**src/rtl/ara_xif_issue_ctrl_pkg.sv**
```systemverilog
// Shared types for the XIF issue controller: entry state and queue entry layout.
package ara_pkg;

    localparam int unsigned XifIdWidth = 4;
    localparam int unsigned XifXlen    = 64;

    typedef enum logic [1:0] {
        FREE      = 2'd0,
        SPEC      = 2'd1,
        COMMITTED = 2'd2,
        KILLED    = 2'd3
    } xif_entry_state_e;

    typedef struct packed {
        logic [31:0]                 instr;
        logic [XifIdWidth-1:0]       id;
        logic [1:0][XifXlen-1:0]     rs;
        xif_entry_state_e            state;
    } xif_entry_t;

endpackage

```
**src/rtl/ara_xif_issue_ctrl_if.sv**
```systemverilog
// Bundle of the XIF issue/commit signals, the predecoder link and the dispatcher
// hand-off. master = core/predecoder/dispatcher side, slave = issue controller.
interface ara_xif_issue_ctrl_if #(
    parameter int unsigned IdWidth = 4,
    parameter int unsigned XLEN    = 64
) ();
    logic                    issue_valid_i;
    logic                    issue_ready_o;
    logic [31:0]             issue_instr_i;
    logic [IdWidth-1:0]      issue_id_i;
    logic [1:0][XLEN-1:0]    issue_rs_i;
    logic [1:0]              issue_rs_valid_i;
    logic                    issue_accept_o;
    logic                    issue_writeback_o;

    logic [31:0]             dec_instr_o;
    logic                    dec_accept_i;
    logic                    dec_writeback_i;
    logic [1:0]              dec_rs_read_i;

    logic                    commit_valid_i;
    logic [IdWidth-1:0]      commit_id_i;
    logic                    commit_kill_i;

    logic                    acc_valid_o;
    logic                    acc_ready_i;
    logic [31:0]             acc_instr_o;
    logic [IdWidth-1:0]      acc_id_o;
    logic [1:0][XLEN-1:0]    acc_rs_o;

    modport master (
        output issue_valid_i, issue_instr_i, issue_id_i, issue_rs_i, issue_rs_valid_i,
        input  issue_ready_o, issue_accept_o, issue_writeback_o,
        input  dec_instr_o,
        output dec_accept_i, dec_writeback_i, dec_rs_read_i,
        output commit_valid_i, commit_id_i, commit_kill_i,
        input  acc_valid_o, acc_instr_o, acc_id_o, acc_rs_o,
        output acc_ready_i
    );

    modport slave (
        input  issue_valid_i, issue_instr_i, issue_id_i, issue_rs_i, issue_rs_valid_i,
        output issue_ready_o, issue_accept_o, issue_writeback_o,
        output dec_instr_o,
        input  dec_accept_i, dec_writeback_i, dec_rs_read_i,
        input  commit_valid_i, commit_id_i, commit_kill_i,
        output acc_valid_o, acc_instr_o, acc_id_o, acc_rs_o,
        input  acc_ready_i
    );
endinterface

```
**src/rtl/ara_xif_issue_ctrl_id_cam.sv**
```systemverilog
// Id CAM: one-hot match of an id against the entries selected by valid_i.
module ara_xif_id_cam #(
    parameter int unsigned Depth   = 4,
    parameter int unsigned IdWidth = 4
) (
    input  logic [IdWidth-1:0]            id_i,
    input  logic [Depth-1:0][IdWidth-1:0] ids_i,
    input  logic [Depth-1:0]              valid_i,
    output logic [Depth-1:0]              match_o
);

    // Parallel compare of the searched id against every qualified entry.
    always_comb begin
        match_o = '0;
        for (int unsigned i = 0; i < Depth; i++) begin
            match_o[i] = valid_i[i] && (ids_i[i] == id_i);
        end
    end

endmodule

```
**src/rtl/ara_xif_issue_ctrl.sv**
```systemverilog
// XIF issue controller: completes the issue handshake with the predecoder's verdict,
// holds accepted instructions speculatively in order, and hands committed ones to
// the dispatcher one per cycle. Entry field widths follow ara_pkg, so IdWidth and
// XLEN must match XifIdWidth and XifXlen.
module ara_xif_issue_ctrl
    import ara_pkg::*;
#(
    parameter int unsigned Depth   = 4,
    parameter int unsigned IdWidth = XifIdWidth,
    parameter int unsigned XLEN    = XifXlen
) (
    input  logic                 clk_i,
    input  logic                 rst_i,
    ara_xif_issue_ctrl_if.slave  xif,
    output logic                 busy_o
);

    localparam int unsigned PtrW = $clog2(Depth);
    localparam int unsigned CntW = PtrW + 1;

    xif_entry_t                     entries_q [Depth];
    logic [PtrW-1:0]                head_q, tail_q;
    logic [CntW-1:0]                count_q;

    logic [Depth-1:0][IdWidth-1:0]  ids;
    logic [Depth-1:0]               busy_mask, spec_mask;
    logic [Depth-1:0]               hit_match, commit_match;
    logic                           full, id_hit, ops_ok, enq, pop;
    xif_entry_state_e               head_state, enq_state;

    // Entry views feeding the two CAM searches.
    always_comb begin
        ids       = '0;
        busy_mask = '0;
        spec_mask = '0;
        for (int unsigned i = 0; i < Depth; i++) begin
            ids[i]       = entries_q[i].id;
            busy_mask[i] = entries_q[i].state != FREE;
            spec_mask[i] = entries_q[i].state == SPEC;
        end
    end

    ara_xif_id_cam #(.Depth(Depth), .IdWidth(IdWidth)) u_hit_cam (
        .id_i    (xif.issue_id_i),
        .ids_i   (ids),
        .valid_i (busy_mask),
        .match_o (hit_match)
    );

    ara_xif_id_cam #(.Depth(Depth), .IdWidth(IdWidth)) u_commit_cam (
        .id_i    (xif.commit_id_i),
        .ids_i   (ids),
        .valid_i (spec_mask),
        .match_o (commit_match)
    );

    assign full   = (count_q == CntW'(Depth));
    assign id_hit = |hit_match;
    assign ops_ok = &(xif.issue_rs_valid_i | ~xif.dec_rs_read_i);
    assign enq    = xif.issue_valid_i & xif.dec_accept_i & ~full & ~id_hit & ops_ok;

    assign xif.issue_ready_o     = xif.issue_valid_i & (~xif.dec_accept_i | (~full & ~id_hit & ops_ok));
    assign xif.issue_accept_o    = xif.dec_accept_i;
    assign xif.issue_writeback_o = xif.dec_writeback_i;
    assign xif.dec_instr_o       = xif.issue_instr_i;

    assign head_state = entries_q[head_q].state;
    assign pop        = ((head_state == COMMITTED) & xif.acc_ready_i) | (head_state == KILLED);

    assign xif.acc_valid_o = (head_state == COMMITTED);
    assign xif.acc_instr_o = entries_q[head_q].instr;
    assign xif.acc_id_o    = entries_q[head_q].id;
    assign xif.acc_rs_o    = entries_q[head_q].rs;
    assign busy_o          = (count_q != '0);

    // A commit aimed at the id being enqueued this cycle lands directly in the new entry.
    always_comb begin
        enq_state = SPEC;
        if (xif.commit_valid_i && (xif.commit_id_i == xif.issue_id_i)) begin
            enq_state = xif.commit_kill_i ? KILLED : COMMITTED;
        end
    end

    // Per-entry state machines plus head/tail/count bookkeeping.
    always_ff @(posedge clk_i) begin
        if (rst_i) begin
            for (int unsigned i = 0; i < Depth; i++) begin
                entries_q[i] <= '0;
            end
            head_q  <= '0;
            tail_q  <= '0;
            count_q <= '0;
        end else begin
            for (int unsigned i = 0; i < Depth; i++) begin
                unique case (entries_q[i].state)
                    FREE: begin
                        if (enq && (PtrW'(i) == tail_q)) begin
                            entries_q[i] <= '{instr: xif.issue_instr_i,
                                              id:    xif.issue_id_i,
                                              rs:    xif.issue_rs_i,
                                              state: enq_state};
                        end
                    end
                    SPEC: begin
                        if (xif.commit_valid_i && commit_match[i]) begin
                            entries_q[i].state <= xif.commit_kill_i ? KILLED : COMMITTED;
                        end
                    end
                    COMMITTED, KILLED: begin
                        if (pop && (PtrW'(i) == head_q)) begin
                            entries_q[i].state <= FREE;
                        end
                    end
                    default: entries_q[i].state <= FREE;
                endcase
            end
            if (enq) tail_q <= tail_q + PtrW'(1);
            if (pop) head_q <= head_q + PtrW'(1);
            count_q <= count_q + CntW'(enq) - CntW'(pop);
        end
    end

endmodule

```
**src/flat_wrapper.sv**
```systemverilog
// flat-port wrapper written by rule: the top's interface ports become plain ports
module ara_xif_issue_ctrl_flat import ara_pkg::*;
#(
    parameter int unsigned Depth   = 4,
    parameter int unsigned IdWidth = XifIdWidth,
    parameter int unsigned XLEN    = XifXlen
)
  (clk_i, rst_i, busy_o, xif_issue_valid_i, xif_issue_instr_i, xif_issue_id_i, xif_issue_rs_i, xif_issue_rs_valid_i, xif_issue_ready_o, xif_issue_accept_o, xif_issue_writeback_o, xif_dec_instr_o, xif_dec_accept_i, xif_dec_writeback_i, xif_dec_rs_read_i, xif_commit_valid_i, xif_commit_id_i, xif_commit_kill_i, xif_acc_valid_o, xif_acc_instr_o, xif_acc_id_o, xif_acc_rs_o, xif_acc_ready_i);
  ara_xif_issue_ctrl_if #(.IdWidth(IdWidth), .XLEN(XLEN)) xif_i ();
  input  logic clk_i;
  input  logic rst_i;
  output logic busy_o;
  input wire logic [$bits(xif_i.issue_valid_i)-1:0] xif_issue_valid_i;
  input wire logic [$bits(xif_i.issue_instr_i)-1:0] xif_issue_instr_i;
  input wire logic [$bits(xif_i.issue_id_i)-1:0] xif_issue_id_i;
  input wire logic [$bits(xif_i.issue_rs_i)-1:0] xif_issue_rs_i;
  input wire logic [$bits(xif_i.issue_rs_valid_i)-1:0] xif_issue_rs_valid_i;
  output wire logic [$bits(xif_i.issue_ready_o)-1:0] xif_issue_ready_o;
  output wire logic [$bits(xif_i.issue_accept_o)-1:0] xif_issue_accept_o;
  output wire logic [$bits(xif_i.issue_writeback_o)-1:0] xif_issue_writeback_o;
  output wire logic [$bits(xif_i.dec_instr_o)-1:0] xif_dec_instr_o;
  input wire logic [$bits(xif_i.dec_accept_i)-1:0] xif_dec_accept_i;
  input wire logic [$bits(xif_i.dec_writeback_i)-1:0] xif_dec_writeback_i;
  input wire logic [$bits(xif_i.dec_rs_read_i)-1:0] xif_dec_rs_read_i;
  input wire logic [$bits(xif_i.commit_valid_i)-1:0] xif_commit_valid_i;
  input wire logic [$bits(xif_i.commit_id_i)-1:0] xif_commit_id_i;
  input wire logic [$bits(xif_i.commit_kill_i)-1:0] xif_commit_kill_i;
  output wire logic [$bits(xif_i.acc_valid_o)-1:0] xif_acc_valid_o;
  output wire logic [$bits(xif_i.acc_instr_o)-1:0] xif_acc_instr_o;
  output wire logic [$bits(xif_i.acc_id_o)-1:0] xif_acc_id_o;
  output wire logic [$bits(xif_i.acc_rs_o)-1:0] xif_acc_rs_o;
  input wire logic [$bits(xif_i.acc_ready_i)-1:0] xif_acc_ready_i;
  assign xif_i.issue_valid_i = xif_issue_valid_i;
  assign xif_i.issue_instr_i = xif_issue_instr_i;
  assign xif_i.issue_id_i = xif_issue_id_i;
  assign xif_i.issue_rs_i = xif_issue_rs_i;
  assign xif_i.issue_rs_valid_i = xif_issue_rs_valid_i;
  assign xif_issue_ready_o = xif_i.issue_ready_o;
  assign xif_issue_accept_o = xif_i.issue_accept_o;
  assign xif_issue_writeback_o = xif_i.issue_writeback_o;
  assign xif_dec_instr_o = xif_i.dec_instr_o;
  assign xif_i.dec_accept_i = xif_dec_accept_i;
  assign xif_i.dec_writeback_i = xif_dec_writeback_i;
  assign xif_i.dec_rs_read_i = xif_dec_rs_read_i;
  assign xif_i.commit_valid_i = xif_commit_valid_i;
  assign xif_i.commit_id_i = xif_commit_id_i;
  assign xif_i.commit_kill_i = xif_commit_kill_i;
  assign xif_acc_valid_o = xif_i.acc_valid_o;
  assign xif_acc_instr_o = xif_i.acc_instr_o;
  assign xif_acc_id_o = xif_i.acc_id_o;
  assign xif_acc_rs_o = xif_i.acc_rs_o;
  assign xif_i.acc_ready_i = xif_acc_ready_i;
  ara_xif_issue_ctrl #(.Depth(Depth), .IdWidth(IdWidth), .XLEN(XLEN)) u_core (.clk_i(clk_i), .rst_i(rst_i), .xif(xif_i), .busy_o(busy_o));
endmodule
```
**config.mk**
```make
export PLATFORM = sky130hd
export DESIGN_NAME = ara_xif_issue_ctrl_flat
export DESIGN_NICKNAME = d
export VERILOG_FILES = /design/src/rtl/ara_xif_issue_ctrl_pkg.sv /design/src/rtl/ara_xif_issue_ctrl_if.sv /design/src/rtl/ara_xif_issue_ctrl_id_cam.sv /design/src/rtl/ara_xif_issue_ctrl.sv /design/src/flat_wrapper.sv
export SDC_FILE = /design/constraint.sdc
export NUM_CORES = 1
export LEC_CHECK = 0
export BUFFER_PORTS_ARGS = -buffer_cell sky130_fd_sc_hd__buf_2
export CAP_MARGIN = 20
export CORE_MARGIN = 4
export CORE_UTILIZATION = 45
export CTS_CLUSTER_DIAMETER = 60
export DETAILED_ROUTE_END_ITERATION = 8
export GPL_TIMING_DRIVEN = 0
export HOLD_SLACK_MARGIN = 0.06
export SLEW_MARGIN = 5
export SYNTH_ARGS = -nofsm -noshare
export SYNTH_HDL_FRONTEND = slang
export SYNTH_SLANG_ARGS = --single-unit
```
**constraint.sdc**
```tcl
create_clock -name clk_i -period 19.2 [get_ports clk_i]
set_input_delay 2.88 -clock clk_i [delete_from_list [all_inputs] [get_ports clk_i]]
set_output_delay 2.88 -clock clk_i [all_outputs]
set_load 0.02 [all_outputs]
```
[After elaboration in Yosys (flattened, before gate mapping)]
Memories as Yosys holds them, arrays and structs flattened. A register that Yosys moved wholly into a read port is not among the register bits.
Index checks and enable logic that the tools add are counted.
Operators by class
  add/subtract/negate cells: 4
  multipliers: 0
  div/mod/pow operators: 0
  order comparisons: 0
  equality and inequality tests: 30
  shifts and indexed selects: 0
  mux-type cells: 66
  bitwise operators: 27
  reductions and logical operators: 38
Operator list (count)
  166-bit two-way mux: 4
  1-bit two-way mux: 51
  4-bit equality test: 9
  2-bit two-way mux: 11
  1-bit logical AND: 21
  2-bit equality test, second input constant: 10
  1-bit OR: 14
  2-bit zero test: 6
  1-bit bitwise AND: 8
  2-bit by 1-bit equality test with 1-bit output, second input constant: 4
  2-bit equality test, first input constant: 4
  2-bit nonzero test: 4
  2-bit OR reduction: 4
  2-bit by 1-bit adder with 2-bit output, second input constant: 2
  1-bit by 2-bit equality test with 1-bit output, first input constant: 2
  4-bit OR reduction: 1
  3-bit by 1-bit adder with 3-bit output: 1
  3-bit equality test, second input constant: 1
  1-bit NOT: 3
  3-bit nonzero test: 1
  3-bit by 1-bit subtractor with 3-bit output: 1
  2-bit NOT: 1
  2-bit OR: 1
  2-bit AND reduction: 1
Word-level totals
  register bits after elaboration: 7
  bits in latches: 0
  bits in writable memories: 664
  memory bits (read-only): 0
  bits of input ports: 180
  output and inout port bits: 201
  word-level logic and storage cells: 169
  memories kept: 1
Memories
  u_core.entries_q: depth 4, width 166, read ports 5, clocked after memory_dff 1, write ports 4, RTL line ara_xif_issue_ctrl.sv:21  | xif_entry_t entries_q [Depth];

[Depth between registers and ports, before layout]
Gate-level depths: netlist of run 1.
An unclocked memory read counts as a cell.
  depth in word-level cells: 15
  gate-level depth with buffers: 12
  depth with buffers taken out: 11

[Cells and area by module]
Synthesis of run 1 repeated with hierarchy kept, for this count alone.
Second synthesis, totals
  cell total of the unflattened synthesis: 1828
  area, all modules: 30033.8 um2
By module, submodules not included
  ara_xif_issue_ctrl: times used 1, cells each 1770, area an instance 29623.4 um2
  ara_xif_id_cam: times used 2, cells each 29, area an instance 205.2 um2

[Worst setup path after synthesis of run 1]
Ideal clock, no wire load.
  path type: input to register
  from: input xif_issue_rs_valid_i[0]
  to: memory u_core.entries_q[2][100] in the netlist's numbering (enable)
  library setup time: 0.914 ns
  arrival time: 15.333 ns
  data required time: 18.286 ns
  slack: 2.953 ns
  cell stages on the path: 6
  path buffers: 1
  path through: inv_1 a222oi_1 o31a_1 nand4_1 buf_2 o21ai_0
RTL lines
  start, declared: RTL line flat_wrapper.sv:17  | input wire logic [$bits(xif_i.issue_rs_valid_i)-1:0] xif_issue_rs_valid_i;
  end, declared: RTL line ara_xif_issue_ctrl.sv:21

[Worst setup path after layout of run 1]
  from: input xif_issue_rs_valid_i[0]
  to: output xif_issue_ready_o
On the way
  word-level cells in the longest chain between the ends: 5
Ends and longest elaborated chain
  2-bit OR: RTL line ara_xif_issue_ctrl.sv:59  | assign ops_ok = &(xif.issue_rs_valid_i | ~xif.dec_rs_read_i);
  2-bit AND reduction: RTL line ara_xif_issue_ctrl.sv:59
  1-bit bitwise AND: RTL line ara_xif_issue_ctrl.sv:62  | assign xif.issue_ready_o = xif.issue_valid_i & (~xif.dec_accept_i | (~full & ~id_hit & ops_ok));
  1-bit OR: RTL line ara_xif_issue_ctrl.sv:62
  1-bit bitwise AND: RTL line ara_xif_issue_ctrl.sv:62
  end, declared: RTL line flat_wrapper.sv:18  | output wire logic [$bits(xif_i.issue_ready_o)-1:0] xif_issue_ready_o;
Every way passes these cells.

==> summary.txt, run 1 <==
Setup path
  – Crit. End Element: output pin
  – CP startpoint: xif_issue_rs_valid_i[0]
  – Startpoint types: primary input
  – Crit path DAT: 5.14 ns
  – Worst EP required: 16.32 ns
  – Setup slack, reg-to-reg: 14.97 ns
  – R2R Path Start: u_core.count_q[1]
  – CP Max Fanout: 10
  – Critical Path Sink: xif_issue_ready_o
  – RR Endpoint: u_core.entries_q[2][85]
  – Kind of critical path: in -> out
  – R2R depth: 10

Final layout
  – Most common cell after layout, fill and taps aside: edfxtp_1
  – Final Util: 55.01%
  – Commonest non-fill, non-tap cells in the layout: 664 x edfxtp_1, 423 x buf_2, 345 x nor2_1, 333 x nor3_1, 172 x nand2_1
  – Layout cells sized above 1: 31.05%
  – Synth-to-layout area growth: 20.40%
  – Fillers: 5440
  – Post-layout nets: 2693

Floorplan
  – # rows: 93
  – Starting Density: 45.69%
  – Die width: 264.5 um
  – Core area: 0.06481 mm2
  – IO Pins: 381
  – Total die area: 0.06997 mm2
  – Die height: 264.5 um

Yosys
  – Post-synthesis sequential area ratio: 67.94%
  – FFs w/ async S/R, synth: 0%
  – Synth top area cells: edfxtp_1 67%, mux4_2 13%, nor3_1 5.6%, nor2_1 4.4%, nand2_1 2.2%
  – Synth Cell Area: 0.02961 mm2
  – FF+latch count, synth: 673
  – Synth area leader: edfxtp_1
  – Mapped Nets: 2210
  – Mapped Cells: 2019
  – Distinct cells, synth: 39
  – YS warnings: 0
  – Mean Syn Cell Area: 14.67 um2
  – Top cell type's share of synthesized area: 67.33%
  – Ys flop type: edfxtp_1
  – Post-synth EDFFs: 664

Run
  – Max cap viols: 0

Route
  – Avg WL per Cell: 24.77 um
  – Total Wirelength: 84560 um
  – Post-DRT Antenna Nets: 0
  – DRT Pass-1 Iters: 7
  – DRC: 0
  – Detailed-route vias per instance: 5.675
  – Initial DRC Count: 1740
  – Vias: 19373

Timing
  – Clk_skew: 0.01972 ns
  – Minimum clock period: 8.015 ns
  – Setup repair after global routing missed its margin: no
  – Fin worst setup slack: 11.19 ns
  – # setup viols final: 0
  – Final Max Tran Viols: 0
  – Max Freq: 124.8 MHz
  – Final hold vios: 0
  – Final period util: 41.74%
  – Actual slew at the worst max-slew pin: 1.152 ns
  – Slew HR: 23.22%

CTS
  – Hold_buf cts: 0
  – Post-cts resize count: 0
  – Clk slew on worst S/H paths: 0.05 ns
  – TritonCTS clock tree: done
  – Clock sink count: 673
  – Worst-Skew Late Latency: 0.60 ns
  – Root buffer cell: clkbuf_16
  – Setup repair bufs after CTS: 0
  – CTS Buf Count: 74
  – H-tree depth: 3
  – Clock Path Buffers: 3

Global route
  – Initial antenna violation count: 11
  – GRT Total Usage: 23.84%
  – First-pass GRT wire length: 126800 um
  – Vias in the first global route: 20344
  – Largest net degree at the start of global routing: 23
  – Gr ovfl total: 0

Place
  – Final HPWL DP: 57090 um
  – I/O Buffers: 371
  – Pre-CTS WS: 11.15 ns
  – Routability-driven placement congestion ratio: 0.8524

Pwr
  – PD cells: 103.8 mW/mm2
  – P_leak: 12.35 nW
  – Worst VDD drop: 65.46 uV

Status
  – Outcome: finished, final reports clean

Worst hold path
  – Hold WC Path Type: reg -> reg
==> metal layers <==
layer	part of all wire, %	track usage (%)	vias to the layer above
li1	-	-	8538
met1	39	31.70	9923
met2	50	39.61	768
met3	7.8	5.151	136
met4	2.9	7.710	8
met5	0.065	0	-
==> worst max-delay path, stage by stage <==
cell and delay [ns]:
buf_2 0.07, inv_1 0.03, a222oi_1 0.65, o31a_1 0.37, nand4_2 0.28, buf_2 0.32
a21boi_0 0.29, buf_2 0.22
==> how the worst min path moves through the flow <==
stage	from	endpoint	slack (ns)	depth (start not counted)
2_1_floorplan	u_core.tail_q[1]	u_core.tail_q[1]	0.47	2
3_3_place_gp	u_core.tail_q[1]	u_core.tail_q[1]	0.48	2
3_5_place_dp	u_core.tail_q[1]	u_core.tail_q[1]	0.50	2
4_1_cts	u_core.tail_q[1]	u_core.tail_q[1]	0.52	2
5_1_grt	u_core.tail_q[1]	u_core.tail_q[1]	0.55	2
6_report	u_core.tail_q[1]	u_core.tail_q[1]	0.51	2
==> metrics by stage <==
stage | setup TNS, ns | power, mW | instances | cell area [um2] | hold slack (ns)
2_1_floorplan | 0 | 2.179 | 2019 | 29610 | 0.4677
3_3_place_gp | -5539.63 | 2.463 | 3245 | 32540 | 0.4823
3_5_place_dp | 0 | 2.423 | 3281 | 33460 | 0.5015
4_1_cts | 0 | 3.733 | 3406 | 35630 | 0.5185
5_1_grt | 0 | 3.830 | 3408 | 35640 | 0.5495
6_report | 0 | 3.699 | 3414 | 35650 | 0.5136
==> final cells by class <==
cell class | count | area (um2) | area share (%)
sequential | 673 | 20120 | 56.43
multi-input combinational | 1128 | 8305 | 23.30
timing repair buffer | 407 | 2728 | 7.651
clock buffer | 95 | 1994 | 5.594
buffer | 207 | 1192 | 3.345
tap | 855 | 1070 | 3.001
clock inverter | 30 | 181.4 | 0.5089
inverter | 11 | 41.29 | 0.1158
antenna | 8 | 20.02 | 0.05615
==> flip-flops by register name (all words and copies together) (netlist names), named ones only <==
register and cells:
u_core.entries_q 664, u_core.count_q 3, u_core.head_q 2, u_core.tail_q 2
==> kinds of logic after synthesis <==
kind of cell | count (synthesis) | synth area share (%)
buffers and inverters | 218 | 4.162
XOR/XNOR | 39 | 1.153
multiplexers | 168 | 12.70
AND/OR/NAND/NOR | 881 | 12.88
flip-flops | 673 | 67.94
AO/OA/AOI/OAI | 29 | 0.6761
adder cells (fa/ha/maj) | 11 | 0.4901
==> cell usage after synthesis, types with 2 or more instances <==
| cell type | count |
|---|---|
| nand2_1 | 172 |
| buf_6 | 28 |
| edfxtp_1 | 664 |
| buf_1 | 6 |
| o2111ai_1 | 3 |
| nor4bb_1 | 4 |
| inv_1 | 10 |
| ha_1 | 10 |
| nand3_1 | 10 |
| and2_1 | 2 |
| nor3_1 | 333 |
| nand4_1 | 9 |
| dfxtp_1 | 9 |
| nor2_1 | 345 |
| buf_2 | 52 |
| a211oi_1 | 2 |
| mux4_2 | 166 |
| o21ai_0 | 6 |
| buf_4 | 37 |
| a21oi_1 | 8 |
| xor2_1 | 23 |
| xnor2_1 | 16 |
| clkbuf_1 | 84 |
| nor2b_1 | 2 |
| o31ai_1 | 4 |
==> power breakdown <==
group / internal, mW / switching (mW)
clock network: 0.745 / 0.570
registers: 1.68 / 0.0202
logic: 0.251 / 0.438
total: 2.67 / 1.03
(Power assumes the default switching activity.)
==> run 2: changes to the inputs <==
Settings changed: ABC_AREA from default to 1.
Clock period 19.2 ns to 7.8 ns, I/O delays scaled along.
==> run 2 against run 1 <==
  * Synthesized cell count is 37% higher
  * Register-to-register slack got worse by 11 ns
  * Combinational power grew to 5.4 times the previous value
  * Critical path type is now reg -> out
==> summary.txt, run 2 <==
Place
  – Routability-driven placement congestion ratio: 0.8725
  – I/O Buffers: 376
  – Pre-CTS WS: 3.397 ns
  – Final HPWL DP: 58480 um

Yosys
  – Post-synth EDFFs: 664
  – Top cell type's share of synthesized area: 66.89%
  – Mean Syn Cell Area: 10.75 um2
  – Synth Cell Area: 0.02981 mm2
  – Mapped Nets: 2964
  – Ys flop type: edfxtp_1
  – Count leader, synth: nor2_1
  – Mapped Cells: 2773
  – Synth area leader: edfxtp_1
  – Post-synthesis sequential area ratio: 67.49%
  – Commonest cells in the netlist: 1006 x nor2_1, 664 x edfxtp_1, 344 x o21ai_0
  – Synth top area cells: edfxtp_1 67%, nor2_1 13%, o21ai_0 5.8%, o22ai_1 3.5%, inv_1 2.5%
  – FFs w/ async S/R, synth: 0%
  – YS warnings: 0
  – FF+latch count, synth: 673
  – Distinct cells, synth: 33

Final layout
  – Number of flip-flops under the largest register name: 664
  – Layout cells sized above 1: 18.58%
  – Synth-to-layout area growth: 19.12%
  – Register bank with the most flops: u_core.entries_q
  – Commonest non-fill, non-tap cells in the layout: 1006 x nor2_1, 664 x edfxtp_1, 379 x buf_2, 344 x o21ai_0, 202 x inv_1
  – Multi-input gate area: 0.007520 mm2
  – Post-layout nets: 3430
  – FF+latch area: 0.02012 mm2
  – Fillers: 5787
  – Most common cell after layout, fill and taps aside: nor2_1
  – Largest registers: u_core.entries_q x664, u_core.count_q x3

Pwr
  – P_leak: 14.83 nW
  – Switch Pwr: 4.142 mW
  – Sw Ratio: 36.65%
  – Clock share of power: 30.2%
  – Combinational power share: 32.7%
  – Sequential share of power: 37.1%
  – Worst VDD drop: 213.5 uV
  – PD cells: 318.3 mW/mm2
  – Int Power: 7.158 mW

Timing
  – Fin worst setup slack: 2.863 ns
  – Slew HR: 29.62%
  – Final period util: 63.29%
  – Setup repair after global routing missed its margin: no
  – Final hold vios: 0
  – # setup viols final: 0
  – Max Freq: 202.6 MHz
  – Clk_skew: 0.02003 ns
  – Final Max Tran Viols: 0
  – Final setup TNS: 0 ns
  – Minimum clock period: 4.937 ns
  – Actual slew at the worst max-slew pin: 1.056 ns

CTS
  – Clk slew on worst S/H paths: 0.06 ns
  – Clock sink count: 673
  – Setup repair bufs after CTS: 0
  – Post-cts resize count: 0
  – CTS Buf Count: 74
  – Clock Path Buffers: 3
  – Hold_buf cts: 0
  – H-tree depth: 3
  – TritonCTS clock tree: done
  – Worst-Skew Late Latency: 0.61 ns
  – Root buffer cell: clkbuf_16

Setup path
  – R2R depth: 16
  – Critical Path, Cell by Cell: clkbuf_1, buf_2, inv_2, clkbuf_1, clkbuf_1, o21ai_0, o22ai_1, buf_2
  – Crit. End Element: output pin
  – Setup slack, reg-to-reg: 4.42 ns
  – Kind of critical path: reg -> out
  – Startpoint types: flop
  – Slowest CP cell: clkbuf_1
  – Slowest cell delay on critical path: 0.81 ns
  – Critical path depth: 8
  – Crit path max-delay family: buffers and inverters
  – CP Max Fanout: 10
  – Crit path DAT: 3.77 ns
  – Critical path buffers and inverters: 6
  – Worst EP required: 6.63 ns
  – Top cell by count, worst path: clkbuf_1

Floorplan
  – # rows: 94
  – Core area: 0.06575 mm2
  – Starting Density: 45.34%
  – Die width: 265.4 um
  – Die height: 265.4 um
  – Total die area: 0.07042 mm2
  – IO Pins: 381

Run
  – Max cap viols: 0

Worst hold path
  – Hold WC Path Type: reg -> reg
  – Hold Crit Depth: 1

Status
  – Outcome: finished, final reports clean

Global route
  – GRT Total Usage: 24.62%
  – First-pass GRT wire length: 132400 um
  – Initial antenna violation count: 4
  – Gr ovfl total: 0
  – Largest net degree at the start of global routing: 54
  – Vias in the first global route: 22425

Route
  – DRC: 0
  – Total Wirelength: 89220 um
  – Avg WL per Cell: 21.45 um
  – Detailed-route vias per instance: 5.382
  – Post-DRT Antenna Nets: 0
  – Vias: 22390
  – DRT Pass-1 Iters: 5
  – Initial DRC Count: 1973
run 2: per-layer routing:
metal	part of all wire [%]	vias to the layer above	global-route usage [%]
met5	0.030	-	0
met4	2.7	4	7.567
met3	8.3	143	5.374
met2	49	855	41.78
met1	39	11006	31.90
li1	-	10382	-
run 2: power groups by stage:
stage                     clock network, mW  logic (mW)  registers (mW)
final                                  3.42        3.69            4.19
after global routing                   3.63        3.98            4.20
after CTS                              3.47        3.72            4.19
after detailed placement                  0        3.70            4.27
after global placement                    0        3.64            4.32
after floorplan                           0        2.16            4.28
run 2: logic make-up after synthesis:
logic type	synth area share [%]
flops	67.49
compound gates	9.860
buf+inv	7.379
fa+ha+maj	0.4869
simple gates	14.46
xor+xnor	0.3232
run 2: layout make-up:
cell class,count,area share [%]
diodes,3,0.02114
plain buffers,221,3.996
clock buffers,99,5.779
clock inverters,31,0.8246
inverters,208,2.199
multi-input cells,1671,21.18
flip-flops and latches,673,56.66
well taps,864,3.045
repair buffers,390,6.294
run 2: final timing paths:
kind,startpoint,end
max,flop,xif_acc_rs_o[6]
min,u_core.count_q[1],u_core.count_q[2]
max reg2reg,flop,u_core.count_q[2]
min reg2reg,u_core.count_q[1],u_core.count_q[2]
run 2: per-stage QoR:
step	hold WS, ns	area [um2]	utilization (%)	power, mW	instances
after floorplan	0.4661	29810	-	6.437	2773
after global placement	0.4771	32770	49.85	7.961	4013
after detailed placement	0.4928	33140	50.41	7.967	4026
after CTS	0.5168	35480	53.97	11.38	4156
after global routing	0.5479	35500	53.99	11.82	4157
final	0.5114	35510	54.01	11.30	4160
run 2: worst register-to-register path: stages (launching register included):
cell	delay [ns]
dfxtp_1	0.30
buf_2	0.31
clkinv_1	0.46
a21oi_1	0.25
o21ai_0	0.10
nand2_1	0.08
inv_1	0.06
o21ai_2	0.33
inv_1	0.10
ha_1	0.28
inv_1	0.06
ha_1	0.13
inv_1	0.05
fa_1	0.40
xor2_1	0.16
o21ai_0	0.14
a21oi_1	0.05
==> run 3: changes to the inputs <==
Settings changed: PLACE_DENSITY from default to 0.67.
Clock period 7.8 ns to 4.15 ns, I/O delays scaled along.
==> run 3 against run 2 <==
  * Sequential cell count stayed put
  * Largest power group unchanged
  * Sequential power is 88% higher
  * Wire length is 3.0% lower
  * Largest cell class unchanged
  * Register-to-register slack worse by 3.7 ns
  * Via count is 1.2% lower
  * Critical endpoint is now xif_acc_rs_o[0]
==> summary.txt, run 3 (synthesized netlist as in run 2, its figures left out) <==
Setup path
  – Critical Path Sink: xif_acc_rs_o[0]
  – Startpoint types: flop
  – Crit. End Element: output pin
  – Critical path depth: 8
  – Setup slack, reg-to-reg: 0.77 ns
  – CP Max Fanout: 10
  – Slowest CP cell: clkbuf_1
  – Worst EP required: 3.53 ns
  – Kind of critical path: reg -> out
  – Crit path DAT: 3.40 ns
  – RR Endpoint: u_core.count_q[2]
  – Slowest cell delay on critical path: 0.54 ns
  – Crit path max-delay family: buffers and inverters
  – R2R depth: 16
  – Critical path buffers and inverters: 6
  – Critical Path, Cell by Cell: buf_2, clkinv_1, clkbuf_1, buf_8, clkbuf_1, o21ai_0, o22ai_1, buf_2

Global route
  – Vias in the first global route: 21491
  – Initial antenna violation count: 10
  – GRT Total Usage: 23.78%
  – Largest net degree at the start of global routing: 85
  – First-pass GRT wire length: 127600 um
  – Gr ovfl total: 0

Place
  – Pre-CTS WS: 0.2511 ns
  – I/O Buffers: 376
  – Routability-driven placement congestion ratio: 0.8696
  – Final HPWL DP: 55360 um

CTS
  – Post-cts resize count: 6
  – TritonCTS clock tree: done
  – Setup repair bufs after CTS: 0
  – Clock Path Buffers: 3
  – Clk slew on worst S/H paths: 0.06 ns
  – CTS Buf Count: 74
  – H-tree depth: 3
  – Clock sink count: 673
  – Hold_buf cts: 0
  – Worst-Skew Late Latency: 0.61 ns
  – Root buffer cell: clkbuf_16

Final layout
  – Synth-to-layout area growth: 18.72%
  – Commonest non-fill, non-tap cells in the layout: 1006 x nor2_1, 664 x edfxtp_1, 379 x buf_2, 344 x o21ai_0, 202 x inv_1
  – Post-layout nets: 3425
  – Final Util: 53.83%
  – Most common cell after layout, fill and taps aside: nor2_1
  – Register bank with the most flops: u_core.entries_q
  – Largest registers: u_core.entries_q x664, u_core.count_q x3
  – Layout cells sized above 1: 18.69%
  – Number of flip-flops under the largest register name: 664

Route
  – Vias: 22128
  – DRC: 0
  – Post-DRT Antenna Nets: 0
  – Initial DRC Count: 1927
  – DRT Pass-1 Iters: 5
  – Detailed-route vias per instance: 5.310
  – Avg WL per Cell: 20.77 um
  – Total Wirelength: 86540 um

Status
  – Outcome: finished, final reports clean

Timing
  – Clk_skew: 0.02829 ns
  – Hold WS: 0.2109 ns
  – Actual slew at the worst max-slew pin: 0.8320 ns
  – Final period util: 97.03%
  – Fin worst setup slack: 0.1234 ns
  – Final hold vios: 0
  – Final setup TNS: 0 ns
  – Final Max Tran Viols: 0
  – # setup viols final: 0
  – Slew HR: 44.53%
  – Setup repair after global routing missed its margin: no
  – Max Freq: 248.3 MHz
  – Minimum clock period: 4.027 ns

Floorplan
  – Die height: 265.4 um
  – Die width: 265.4 um
  – # rows: 94
  – Core area: 0.06575 mm2
  – IO Pins: 381
  – Total die area: 0.07042 mm2
  – Starting Density: 45.34%

Pwr
  – P_leak: 14.80 nW
  – Worst VDD drop: 383.8 uV
  – PD cells: 593.9 mW/mm2
  – Tot Pwr: 21.02 mW

Worst hold path
  – Hold WC Path Type: in -> reg

Run
  – Max cap viols: 0
==> run 3: changes by cell type in the layout (fill, tap and decap cells not counted), moves of 4 or more <==
cell,previous run,this run
clkbuf_2,0,13
buf_16,11,6
nand2_8,0,4
clkbuf_1,136,123
diode_2,3,8
clkinv_1,10,21
nand2_4,4,0
==> run 3: per-stage QoR <==
step | instance area [um2] | std cells
final | 35390 | 4167
after floorplan | 29820 | 2773
after global routing | 35380 | 4164
after CTS | 35340 | 4158
after global placement | 32790 | 4013
after detailed placement | 33030 | 4021
==> run 3: layout make-up <==
| type | count | area [um2] |
|---|---|---|
| multi-input cells | 1671 | 7555 |
| repair buffers | 385 | 2092 |
| well taps | 864 | 1081 |
| flip-flops and latches | 673 | 20120 |
| inverters | 208 | 780.7 |
| clock inverters | 39 | 277.8 |
| diodes | 8 | 20.02 |
| fillers | 5868 | 30360 |
| clock buffers | 98 | 2027 |
| plain buffers | 221 | 1435 |
==> run 3: how the worst min path moves through the flow <==
stage / to / startpoint / slack, ns / cells after the start
6_report: u_core.count_q[1] / rst_i / 0.21 / 2
5_1_grt: u_core.count_q[1] / rst_i / 0.18 / 2
4_1_cts: u_core.count_q[1] / rst_i / 0.17 / 2
3_5_place_dp: u_core.count_q[2] / u_core.count_q[1] / 0.50 / 1
3_3_place_gp: u_core.count_q[2] / u_core.count_q[1] / 0.49 / 1
2_1_floorplan: u_core.count_q[2] / u_core.count_q[1] / 0.47 / 1
==> run 3: power breakdown <==
part	switching, mW	leakage, nW	internal (mW)
sequential	0.0963	6.94	7.78
clock	2.68	1.12	3.59
combinational	4.99	6.74	1.89
total	7.77	14.8	13.3
==> run 3: worst register-to-register path, stage by stage (launching register included) <==
cell      delay (ns)
dfxtp_1         0.30
buf_2           0.30
clkinv_1        0.47
a21oi_1         0.24
o21ai_0         0.10
nand2_1         0.09
inv_1           0.06
o21ai_2         0.36
inv_1           0.09
ha_1            0.28
inv_1           0.05
ha_1            0.13
inv_1           0.05
fa_1            0.40
xor2_1          0.16
o21ai_0         0.14
a21oi_1         0.05
==> run 3: metal layers <==
layer | vias to the layer above | global-route usage [%] | share of wire, %
li1 | 10372 | - | -
met1 | 10702 | 31.38 | 40
met2 | 900 | 39.05 | 48
met3 | 152 | 5.383 | 8.7
met4 | 2 | 8.367 | 3.4
met5 | - | 0 | 0.015
